File: config.mk
export PLATFORM = sky130hd
export DESIGN_NAME = alu_muldiv_control_unit
export DESIGN_NICKNAME = d
export VERILOG_FILES = /design/src/rtl/alu_muldiv_control_unit_pkg.sv /design/src/rtl/alu_muldiv_control_unit_iter_datapath.sv /design/src/rtl/alu_muldiv_control_unit.sv
export SDC_FILE = /design/constraint.sdc
export NUM_CORES = 1
export LEC_CHECK = 0
export ABC_AREA = 1
export CORE_MARGIN = 2
export CORE_UTILIZATION = 35
export DETAILED_ROUTE_END_ITERATION = 6
export DONT_BUFFER_PORTS = 1
export GPL_ROUTABILITY_DRIVEN = 0
export GPL_TIMING_DRIVEN = 0
export PLACE_DENSITY_LB_ADDON = 0.12
export SYNTH_ARGS = -nofsm -noshare
export SYNTH_HDL_FRONTEND = slang
export SYNTH_HIERARCHICAL = 1
export SYNTH_SLANG_ARGS = --single-unit
File: constraint.sdc
create_clock -name clk -period 3.8 [get_ports clk]
set_input_delay 0.19 -clock clk [delete_from_list [all_inputs] [get_ports clk]]
set_output_delay 0.19 -clock clk [all_outputs]
set_load 0.01 [all_outputs]
File: src/rtl/alu_muldiv_control_unit_pkg.sv
// Shared encodings for the EX-stage ALU control and the iterative mul/div unit.
package alu_muldiv_control_unit_pkg;

  typedef enum logic [1:0] {S_IDLE, S_MUL, S_DIV, S_DONE} md_state_t;

  localparam logic [6:0] OPC_OP     = 7'b0110011;
  localparam logic [6:0] OPC_OPIMM  = 7'b0010011;
  localparam logic [6:0] OPC_LOAD   = 7'b0000011;
  localparam logic [6:0] OPC_STORE  = 7'b0100011;
  localparam logic [6:0] OPC_BRANCH = 7'b1100011;
  localparam logic [6:0] OPC_JALR   = 7'b1100111;

  localparam logic [6:0] FUNCT7_MULDIV = 7'b0000001;

  localparam logic [2:0] FUNCT3_MUL    = 3'd0;
  localparam logic [2:0] FUNCT3_MULH   = 3'd1;
  localparam logic [2:0] FUNCT3_MULHSU = 3'd2;
  localparam logic [2:0] FUNCT3_MULHU  = 3'd3;
  localparam logic [2:0] FUNCT3_DIV    = 3'd4;
  localparam logic [2:0] FUNCT3_DIVU   = 3'd5;
  localparam logic [2:0] FUNCT3_REM    = 3'd6;
  localparam logic [2:0] FUNCT3_REMU   = 3'd7;

  localparam logic [4:0] ALU_ADD  = 5'd0;
  localparam logic [4:0] ALU_SUB  = 5'd1;
  localparam logic [4:0] ALU_SLL  = 5'd2;
  localparam logic [4:0] ALU_XOR  = 5'd3;
  localparam logic [4:0] ALU_OR   = 5'd4;
  localparam logic [4:0] ALU_AND  = 5'd5;
  localparam logic [4:0] ALU_SRL  = 5'd6;
  localparam logic [4:0] ALU_BEQ  = 5'd7;
  localparam logic [4:0] ALU_BNE  = 5'd8;
  localparam logic [4:0] ALU_BLT  = 5'd9;
  localparam logic [4:0] ALU_BGE  = 5'd10;
  localparam logic [4:0] ALU_SRA  = 5'd11;
  localparam logic [4:0] ALU_SLT  = 5'd12;
  localparam logic [4:0] ALU_SLTU = 5'd13;
  localparam logic [4:0] ALU_BLTU = 5'd14;
  localparam logic [4:0] ALU_BGEU = 5'd15;

  // Base-ALU decode; f7b5 is funct7[5], the SUB/SRA selector.
  function automatic logic [4:0] decode_alu_op(input logic [6:0] opc, input logic [2:0] f3,
                                               input logic f7b5);
    logic [4:0] op;
    op = ALU_ADD;
    if (opc == OPC_OP || opc == OPC_OPIMM) begin
      case (f3)
        3'd0:    op = (opc == OPC_OP && f7b5) ? ALU_SUB : ALU_ADD;
        3'd1:    op = ALU_SLL;
        3'd2:    op = ALU_SLT;
        3'd3:    op = ALU_SLTU;
        3'd4:    op = ALU_XOR;
        3'd5:    op = f7b5 ? ALU_SRA : ALU_SRL;
        3'd6:    op = ALU_OR;
        default: op = ALU_AND;
      endcase
    end else if (opc == OPC_BRANCH) begin
      case (f3)
        3'd0:    op = ALU_BEQ;
        3'd1:    op = ALU_BNE;
        3'd4:    op = ALU_BLT;
        3'd5:    op = ALU_BGE;
        3'd6:    op = ALU_BLTU;
        3'd7:    op = ALU_BGEU;
        default: op = ALU_ADD;
      endcase
    end
    return op;
  endfunction

endpackage

File: src/rtl/alu_muldiv_control_unit_iter_datapath.sv
// Operand/accumulator registers for the shift-add multiplier and restoring
// divider, plus special-case detection and the final sign fix-up.
module alu_muldiv_control_unit_iter_datapath
  import alu_muldiv_control_unit_pkg::*;
#(
  parameter int XLEN      = 32,
  parameter int EARLY_OUT = 1
) (
  input  logic            clk,
  input  logic            reset,
  input  logic            start,
  input  logic            step,
  input  logic [2:0]      funct3,
  input  logic [XLEN-1:0] rs1_data,
  input  logic [XLEN-1:0] rs2_data,
  output logic            special,
  output logic [XLEN-1:0] result
);

  logic [2*XLEN-1:0] acc, prod;
  logic [XLEN-1:0]   m_reg, a_abs, b_abs, dv;
  logic [2:0]        op;
  logic              neg, a_neg, b_neg, div_zero, div_ovf, mul_zero;
  logic [XLEN:0]     mul_sum, div_t, div_diff;

  // Signedness: rs1 signed for MULH/MULHSU/DIV/REM, rs2 signed for MULH/DIV/REM.
  assign a_neg = rs1_data[XLEN-1] &&
                 (funct3 == FUNCT3_MULH || funct3 == FUNCT3_MULHSU ||
                  funct3 == FUNCT3_DIV  || funct3 == FUNCT3_REM);
  assign b_neg = rs2_data[XLEN-1] &&
                 (funct3 == FUNCT3_MULH || funct3 == FUNCT3_DIV || funct3 == FUNCT3_REM);
  assign a_abs = a_neg ? -rs1_data : rs1_data;
  assign b_abs = b_neg ? -rs2_data : rs2_data;

  assign div_zero = funct3[2] && rs2_data == '0;
  assign div_ovf  = funct3[2] && !funct3[0] && rs2_data == '1 &&
                    rs1_data == {1'b1, {(XLEN-1){1'b0}}};
  assign mul_zero = (EARLY_OUT != 0) && !funct3[2] && (rs1_data == '0 || rs2_data == '0);
  assign special  = div_zero || div_ovf || mul_zero;

  // One iteration: multiplier adds m when acc[0] is set then shifts right;
  // divider shifts {rem,dividend} left and subtracts the divisor if it fits.
  assign mul_sum  = {1'b0, acc[2*XLEN-1:XLEN]} + (acc[0] ? {1'b0, m_reg} : '0);
  assign div_t    = acc[2*XLEN-1:XLEN-1];
  assign div_diff = div_t - {1'b0, m_reg};

  // Special cases pre-load acc so the common fix-up yields the fixed answer.
  always_ff @(posedge clk or posedge reset) begin
    if (reset) begin
      acc   <= '0;
      m_reg <= '0;
      op    <= '0;
      neg   <= 1'b0;
    end else if (start) begin
      op    <= funct3;
      m_reg <= b_abs;
      neg   <= 1'b0;
      if (div_zero)      acc <= {rs1_data, {XLEN{1'b1}}};
      else if (div_ovf)  acc <= {{XLEN{1'b0}}, rs1_data};
      else if (mul_zero) acc <= '0;
      else begin
        acc <= {{XLEN{1'b0}}, a_abs};
        neg <= (funct3 == FUNCT3_REM) ? a_neg : (a_neg ^ b_neg);
      end
    end else if (step) begin
      if (op[2]) begin
        if (!div_diff[XLEN]) acc <= {div_diff[XLEN-1:0], acc[XLEN-2:0], 1'b1};
        else                 acc <= {acc[2*XLEN-2:0], 1'b0};
      end else begin
        acc <= {mul_sum, acc[XLEN-1:1]};
      end
    end
  end

  assign prod = neg ? -acc : acc;
  assign dv   = op[1] ? acc[2*XLEN-1:XLEN] : acc[XLEN-1:0];

  // Result select: quotient/remainder with sign, or low/high product half.
  always_comb begin
    result = '0;
    if (op[2])               result = neg ? -dv : dv;
    else if (op[1:0] == 2'd0) result = prod[XLEN-1:0];
    else                     result = prod[2*XLEN-1:XLEN];
  end

endmodule

File: src/rtl/alu_muldiv_control_unit.sv
// EX-stage ALU control: base-ALU decode plus the mul/div sequencing FSM,
// iteration counter and pipeline stall.
module alu_muldiv_control_unit
  import alu_muldiv_control_unit_pkg::*;
#(
  parameter int XLEN      = 32,
  parameter int OP_W      = 5,
  parameter int EARLY_OUT = 1
) (
  input  logic            clk,
  input  logic            reset,
  input  logic            in_valid,
  input  logic [6:0]      opcode,
  input  logic [2:0]      funct3,
  input  logic [6:0]      funct7,
  input  logic [XLEN-1:0] rs1_data,
  input  logic [XLEN-1:0] rs2_data,
  input  logic            flush,
  output logic [OP_W-1:0] alu_op,
  output logic            is_muldiv,
  output logic            stall,
  output logic            md_valid,
  output logic [XLEN-1:0] md_result
);

  localparam int CNT_W = $clog2(XLEN) + 1;

  md_state_t        state, state_nxt;
  logic [CNT_W-1:0] cnt;
  logic             accept, busy, last_step, special;
  logic [XLEN-1:0]  dp_result, held;

  assign is_muldiv = opcode == OPC_OP && funct7 == FUNCT7_MULDIV;
  assign alu_op    = is_muldiv ? OP_W'(ALU_ADD) : OP_W'(decode_alu_op(opcode, funct3, funct7[5]));

  assign accept    = state == S_IDLE && in_valid && is_muldiv && !flush;
  assign busy      = state == S_MUL || state == S_DIV;
  assign stall     = accept || busy;
  assign last_step = cnt == CNT_W'(XLEN - 1);

  // DONE lasts exactly one cycle so a still-presented instruction never restarts.
  always_comb begin
    state_nxt = state;
    case (state)
      S_IDLE:       if (accept) state_nxt = special ? S_DONE : (funct3[2] ? S_DIV : S_MUL);
      S_MUL, S_DIV: if (last_step) state_nxt = S_DONE;
      default:      state_nxt = S_IDLE;
    endcase
    if (flush) state_nxt = S_IDLE;
  end

  // State register.
  always_ff @(posedge clk or posedge reset) begin
    if (reset) state <= S_IDLE;
    else       state <= state_nxt;
  end

  // Iteration counter; saturates at XLEN when the loop exits.
  always_ff @(posedge clk or posedge reset) begin
    if (reset)                               cnt <= '0;
    else if (accept)                         cnt <= '0;
    else if (busy && cnt != CNT_W'(XLEN))    cnt <= cnt + 1'b1;
  end

  // Last delivered result, shown whenever no completion is being strobed.
  always_ff @(posedge clk or posedge reset) begin
    if (reset)         held <= '0;
    else if (md_valid) held <= dp_result;
  end

  assign md_valid  = state == S_DONE && !flush;
  assign md_result = md_valid ? dp_result : held;

  alu_muldiv_control_unit_iter_datapath #(.XLEN(XLEN), .EARLY_OUT(EARLY_OUT)) u_dp (
    .clk      (clk),
    .reset    (reset),
    .start    (accept),
    .step     (busy),
    .funct3   (funct3),
    .rs1_data (rs1_data),
    .rs2_data (rs2_data),
    .special  (special),
    .result   (dp_result)
  );

endmodule

# Word-level counts from Yosys, hierarchy flattened
# Cells that the tools add are included.
# totals
regBits,140
inputBits,85
# op_classes
addsub,7
eq_ne,20
muxes,35
n_bitwise,1
reduce_logical,37
# op_table
cell,count
$mux 64,7
$mux 32,9
$neg 32->32,3
$eq 32x32->1 const B,2
$logic_not 32->1,2
$neg 64->64,1
$add 32x33->33,1
$sub 33x32->33,1
$pmux 4 s7,1
$pmux 4 s6,1
$logic_and 1x1->1,14
$eq 3x3->1 const B,4
$mux 6,2
$logic_or 1x1->1,11
$mux 2,5
$mux 5,2
$mux 4,2
$eq 7x1->1 const B,1
$eq 7x5->1 const B,1
$eq 7x6->1 const B,1
$eq 7x7->1 const B,1
$add 6x1->6 const B,1
$eq 3x2->1 const B,2
$eq 6x5->1 const B,1
other kinds (14),24

# Depth between registers and ports, before layout
# logic_depth
depth_word,10
ltp_mapped,21

# Hierarchy
# The synthesis kept the hierarchy.
# modules_own_cells
module,instances,cells_each,area_each_um2
alu_muldiv_control_unit_iter_datapath,1,2942,16346.9
alu_muldiv_control_unit,1,267,2069.5

# Worst setup path before layout
# OpenSTA, ideal clock, no wires.
# synth_path
path_type,register to register
start,register u_dp.acc[0]
end,register u_dp.acc[55]
arrival_time_ns,2.541
required_time_ns,3.687
setup_slack_ns,1.145
path_stages_with_launch,20
path_buffers,2
period_less_slack_ns,2.655
cell_sequence,dfrtp_1 > buf_2 > buf_1 > nand2_1 > inv_1 > ha_1 > fa_1 > nand2_1 > inv_1 > a21oi_1 > inv_1 > nand2_1 > nand2_1 > nand4_1 > nand3_1 > or2_2 > nand3_1 > nand3_1 > nand2_1 > inv_1
# synth_between
elab_chain_len,5
# synth_lines
item,line,source
"start, declared",alu_muldiv_control_unit_iter_datapath.sv:20,"logic [2*XLEN-1:0] acc, prod;"
"start signal, assigned",alu_muldiv_control_unit_iter_datapath.sv:58,"if (div_zero) acc <= {rs1_data, {XLEN{1'b1}}};"
"start signal, assigned",alu_muldiv_control_unit_iter_datapath.sv:59,"else if (div_ovf) acc <= {{XLEN{1'b0}}, rs1_data};"
"start signal, assigned",alu_muldiv_control_unit_iter_datapath.sv:62,"acc <= {{XLEN{1'b0}}, a_abs};"
$mux 32,alu_muldiv_control_unit_iter_datapath.sv:43,"assign mul_sum = {1'b0, acc[2*XLEN-1:XLEN]} + (acc[0] ? {1'b0, m_reg} : '0);"
$add 32x33->33,alu_muldiv_control_unit_iter_datapath.sv:43,
$mux 64,alu_muldiv_control_unit_iter_datapath.sv:66,if (op[2]) begin
$mux 64,alu_muldiv_control_unit_iter_datapath.sv:65,end else if (step) begin
$mux 64,alu_muldiv_control_unit_iter_datapath.sv:54,end else if (start) begin
# Every way passes these cells. The select of a mux whose other input is x is not followed.
# A chain may end at the register's enable or synchronous reset.

# Worst setup path in the final report
# layout_path
start,register u_dp.acc[0]
end,output port md_result[14]
# layout_between
elab_chain_len,5
elab_cells_between_ends,8
cone_classes,2 x add/sub; 6 x mux
# layout_lines
item,line,source
$neg 64->64 or $mux 32 (tied branches),"alu_muldiv_control_unit_iter_datapath.sv:75, alu_muldiv_control_unit_iter_datapath.sv:76",
$mux 64 or $neg 32->32 (tied branches),"alu_muldiv_control_unit_iter_datapath.sv:75, alu_muldiv_control_unit_iter_datapath.sv:81",
$mux 32 (on tied branches),"alu_muldiv_control_unit_iter_datapath.sv:82, alu_muldiv_control_unit_iter_datapath.sv:81",
$mux 32 (*),alu_muldiv_control_unit_iter_datapath.sv:81,if (op[2]) result = neg ? -dv : dv;
named net dp_result[14],alu_muldiv_control_unit.sv:31,"logic [XLEN-1:0] dp_result, held;"
$mux 32 (*),n/a,
"end, declared",alu_muldiv_control_unit.sv:23,output logic [XLEN-1:0] md_result
# The timed path passes the listed nets; every way through them passes the cells marked *.

==> results by group <==
Synth
  • Dominant cells by area after synthesis: nand2_1 (19%), dfrtp_1 (19%), inv_1 (8.8%)
  • Yosys top cell by area: nand2_1
  • Synth Area in Adders: 5.245%
  • Count leader, synth: nand2_1
  • Post-synth EDFFs: 0
  • Synth Area in Compound Gates: 17.71%
  • Post-synth net total: 3370
  • Netlist Area Pre-Place: 18420 µm²
  • Post-synth top cells: nand2_1 (942), inv_1 (434), nor2_1 (393)
  • Largest family of logic cells by synthesized area: simple AND/OR/NAND/NOR gates
  • Synth Area in XOR/XNOR: 4.518%
  • Yosys top cell area share: roughly a fifth
  • Sequential share of the synthesized area: 19.02%
  • Syn. warnings: 6
  • Synth Area per Inst: ~5.7 µm²
  • Mux contribution to synthesized area: 0%
  • Post-Syn Instances: 3209
  • Simple-gate share of the synthesized area: 41.12%
  • FFs w/ async S/R, synth: between 90% and 100%
  • Synth Flop Type: dfrtp_1
  • Count of cell types in the netlist: 59
  • Synth Register Bits: between 100 and 150

Run status
  • Status: finished, final reports clean

Timing
  • RSZ-0062 raised after global routing: true
  • Worst-Margin Slew: 0.9891 ns
  • Max-Slew Margin vs Limit: 33.81%
  • Final setup viols: 0
  • Final Hold Fails: 0
  • Final min period: between 3 and 4 ns
  • Slew Viols, Final: 0
  • F_max: 268.4 MHz
  • Fin worst setup slack: 0.07476 ns
  • Fin Clk Skew: 0.01339 ns
  • Crit share post-route: about 98%
  • Setup TNS: 0 ns
  • Final hold slack: 0.02934 ns

Run
  • # Max-Cap Violations: 0

Floorplanning
  • Initial Utilization: 35.19%
  • Die width: 233.4 µm
  • DIE AREA: approximately 54000 µm²
  • Die Y-Extent: between 200 and 250 µm
  • Core area: between 50000 and 60000 µm²
  • I/O Pins: 125
  • # rows: 84

Worst setup path
  • Critical path class: flip-flop to primary output
  • Crit. End Element: primary output
  • Slowest cell on the critical path: dfrtp_1
  • Worst path bufs/invs: 2
  • Critical Path RT: 3.61 ns
  • Critical path arrival: roughly 3.5 ns
  • Critical path launch point type: flip-flop
  • Most frequent CP cell: nand2_1
  • Cell Chain, Critical Path: buf_2, inv_2, ha_1, nand3_4, nor2_4, nand3_2, nor2_2, nand3_2, o21ai_2, nand2_1, o21ai_1, nand3_1, a21oi_2, nand2_1, nand2_1
  • Cell family with most CP delay: simple AND/OR/NAND/NOR gates
  • Maximum fanout along the worst path: 9
  • Worst path max stage delay: about 0.35 ns

Finish
  • Largest register FFs: 64
  • Number of fill cells: 5855
  • Area delta synth->final: 10.11%
  • Share of cells above drive strength 1: 5.606%
  • Area of the multi-input gates: 12650 µm²
  • Seq. cell area: 3505 µm²
  • Final net count: 3430
  • Final Util: 38.74%

Pwr
  • VDD IR max: approximately 440 µV
  • Total Power: 13.91 mW
  • Static leakage: around 10 nW
  • Power per cell area: 686.0 nW/µm²

Placement
  • Port buffer count: 0
  • Dpl hpwl: 70990 µm
  • Setup WS pre-CTS: 0.2428 ns

Clocking
  • CTS tree: built
  • Bufs on Longest Clock Path: 2
  • Clock Sinks: 140
  • # Post-CTS Setup Buffers: 0
  • Root buf cell: clkbuf_16
  • H-tree Lvls: 4
  • Worst-path clk slew: 0.07 ns
  • Clk Latency, worst-skew pair: 0.47 ns
  • Total CTS buffers: 17

GRT
  • Total track usage: a little under a third
  • Global-route wire length before repair: about 130000 µm
  • Largest net degree at the start of global routing: 70
  • Total global routing overflow: 0
  • Vias in the first global route: around 21000
  • Initial antenna violation count: 0

Route
  • Initial drt markers: 2742
  • Via count: 22470
  • Drt drc: 0
  • First-pass DRT Iterations: 6
  • Final ANT Viol Nets: 0
  • Final wirelength: between 80000 and 90000 µm
  • DR vias/cell: 5.658
  • Average routed wire per standard cell: 22.05 µm

Hold path
  • Hold Crit Class: input port to flip-flop
metal layers:
metal / vias up / track usage [%] / share of wire [%]
met5: - / 0 / 0
met4: 0 / 18.59 / 6.7
met3: 288 / 7.214 / 11
met2: 1295 / 48.01 / 42
met1: 10350 / 41.65 / 41
li1: 10540 / - / -
worst reg2reg max path: stages, from the launching register on:
cell and delay (ns):
dfrtp_1 0.40, inv_1 0.06, ha_1 0.24, nand2_1 0.07
inv_1 0.05, nand3_4 0.11, nor2_8 0.06, buf_2 0.23
nor2_1 0.79, clkbuf_1 0.69, nand3_1 0.41, nand3_1 0.23
nor2_1 0.07, nor2_1 0.08
cells by family after synthesis:
group,count (synthesis)
AND/OR/NAND/NOR,1765
AO/OA/AOI/OAI,568
buffers and inverters,564
flip-flops,140
XOR/XNOR,95
adder cells (fa/ha/maj),76
other,1
final timing paths:
| kind | slack [ns] | cells past startpoint | startpoint | end |
|---|---|---|---|---|
| worst max-delay path | 0.07 | 15 | u_dp/acc[0] | md_result[14] |
| worst min-delay path | 0.03 | 3 | rs2_data[3] | u_dp/m_reg[3] |
| worst max register to register | 0.22 | 13 | state[0] | u_dp/acc[61] |
| worst min register to register | 0.52 | 2 | u_dp/m_reg[4] | u_dp/m_reg[4] |
| max in group asynchronous | 2.83 | 3 | reset | u_dp/m_reg[24] |
| min in group asynchronous | 0.17 | 2 | reset | cnt[2] |
final cells by class:
class	count	share of cell area, %
Timing Repair Buffer	41	2.160
Buffer	109	2.814
Inverter	455	8.453
Clock buffer	18	2.116
Antenna cell	1	0.01234
Tap cell	688	4.245
Clock inverter	14	0.5491
Sequential cell	140	17.28
Multi-Input combinational cell	2505	62.37
metrics by stage:
stage               cell area [µm²]  instances
global placement              19280       3897
floorplan                     18420       3209
global route                  20280       3970
CTS                           20260       3970
finish                        20280       3971
detailed placement            19330       3899
power by group:
part | total [mW] | internal (mW) | switching, mW
sequential | 3.10 | 1.98 | 1.12
combinational | 9.23 | 2.76 | 6.47
clock | 1.58 | 0.842 | 0.736
total | 13.9 | 5.58 | 8.33
layout by cell type (no fill, tap or decap), types with 7 or more instances in the layout:
cell type / n
nor2_2: 13
o2111ai_1: 10
nor2_1: 393
nand3_1: 215
nor3_1: 44
ha_1: 74
a31oi_1: 13
buf_2: 16
inv_2: 18
o21ai_2: 13
o21ai_1: 48
dfrtp_1: 139
o22ai_1: 13
buf_6: 13
nor4_1: 19
a21oi_1: 173
o221ai_1: 12
xnor2_1: 13
nand2_1: 942
inv_1: 430
nand3b_1: 17
o211ai_2: 9
dlygate4sd3_1: 39
o21ai_0: 206
o211ai_1: 32
buf_4: 7
or2_2: 11
clkbuf_1: 57
nand4_1: 63
xor2_1: 82
buf_1: 15
clkbuf_16: 17
o21bai_1: 8
nand2_2: 14
timing repair:
item | 4_1_cts | 5_1_grt
gates resized for setup | 0 | 6
hold buffers | 39 | 0
hold endpoints to repair | 119 | 0
setup endpoints to repair | 0 | 9
Power figures use the tool's default switching activity.
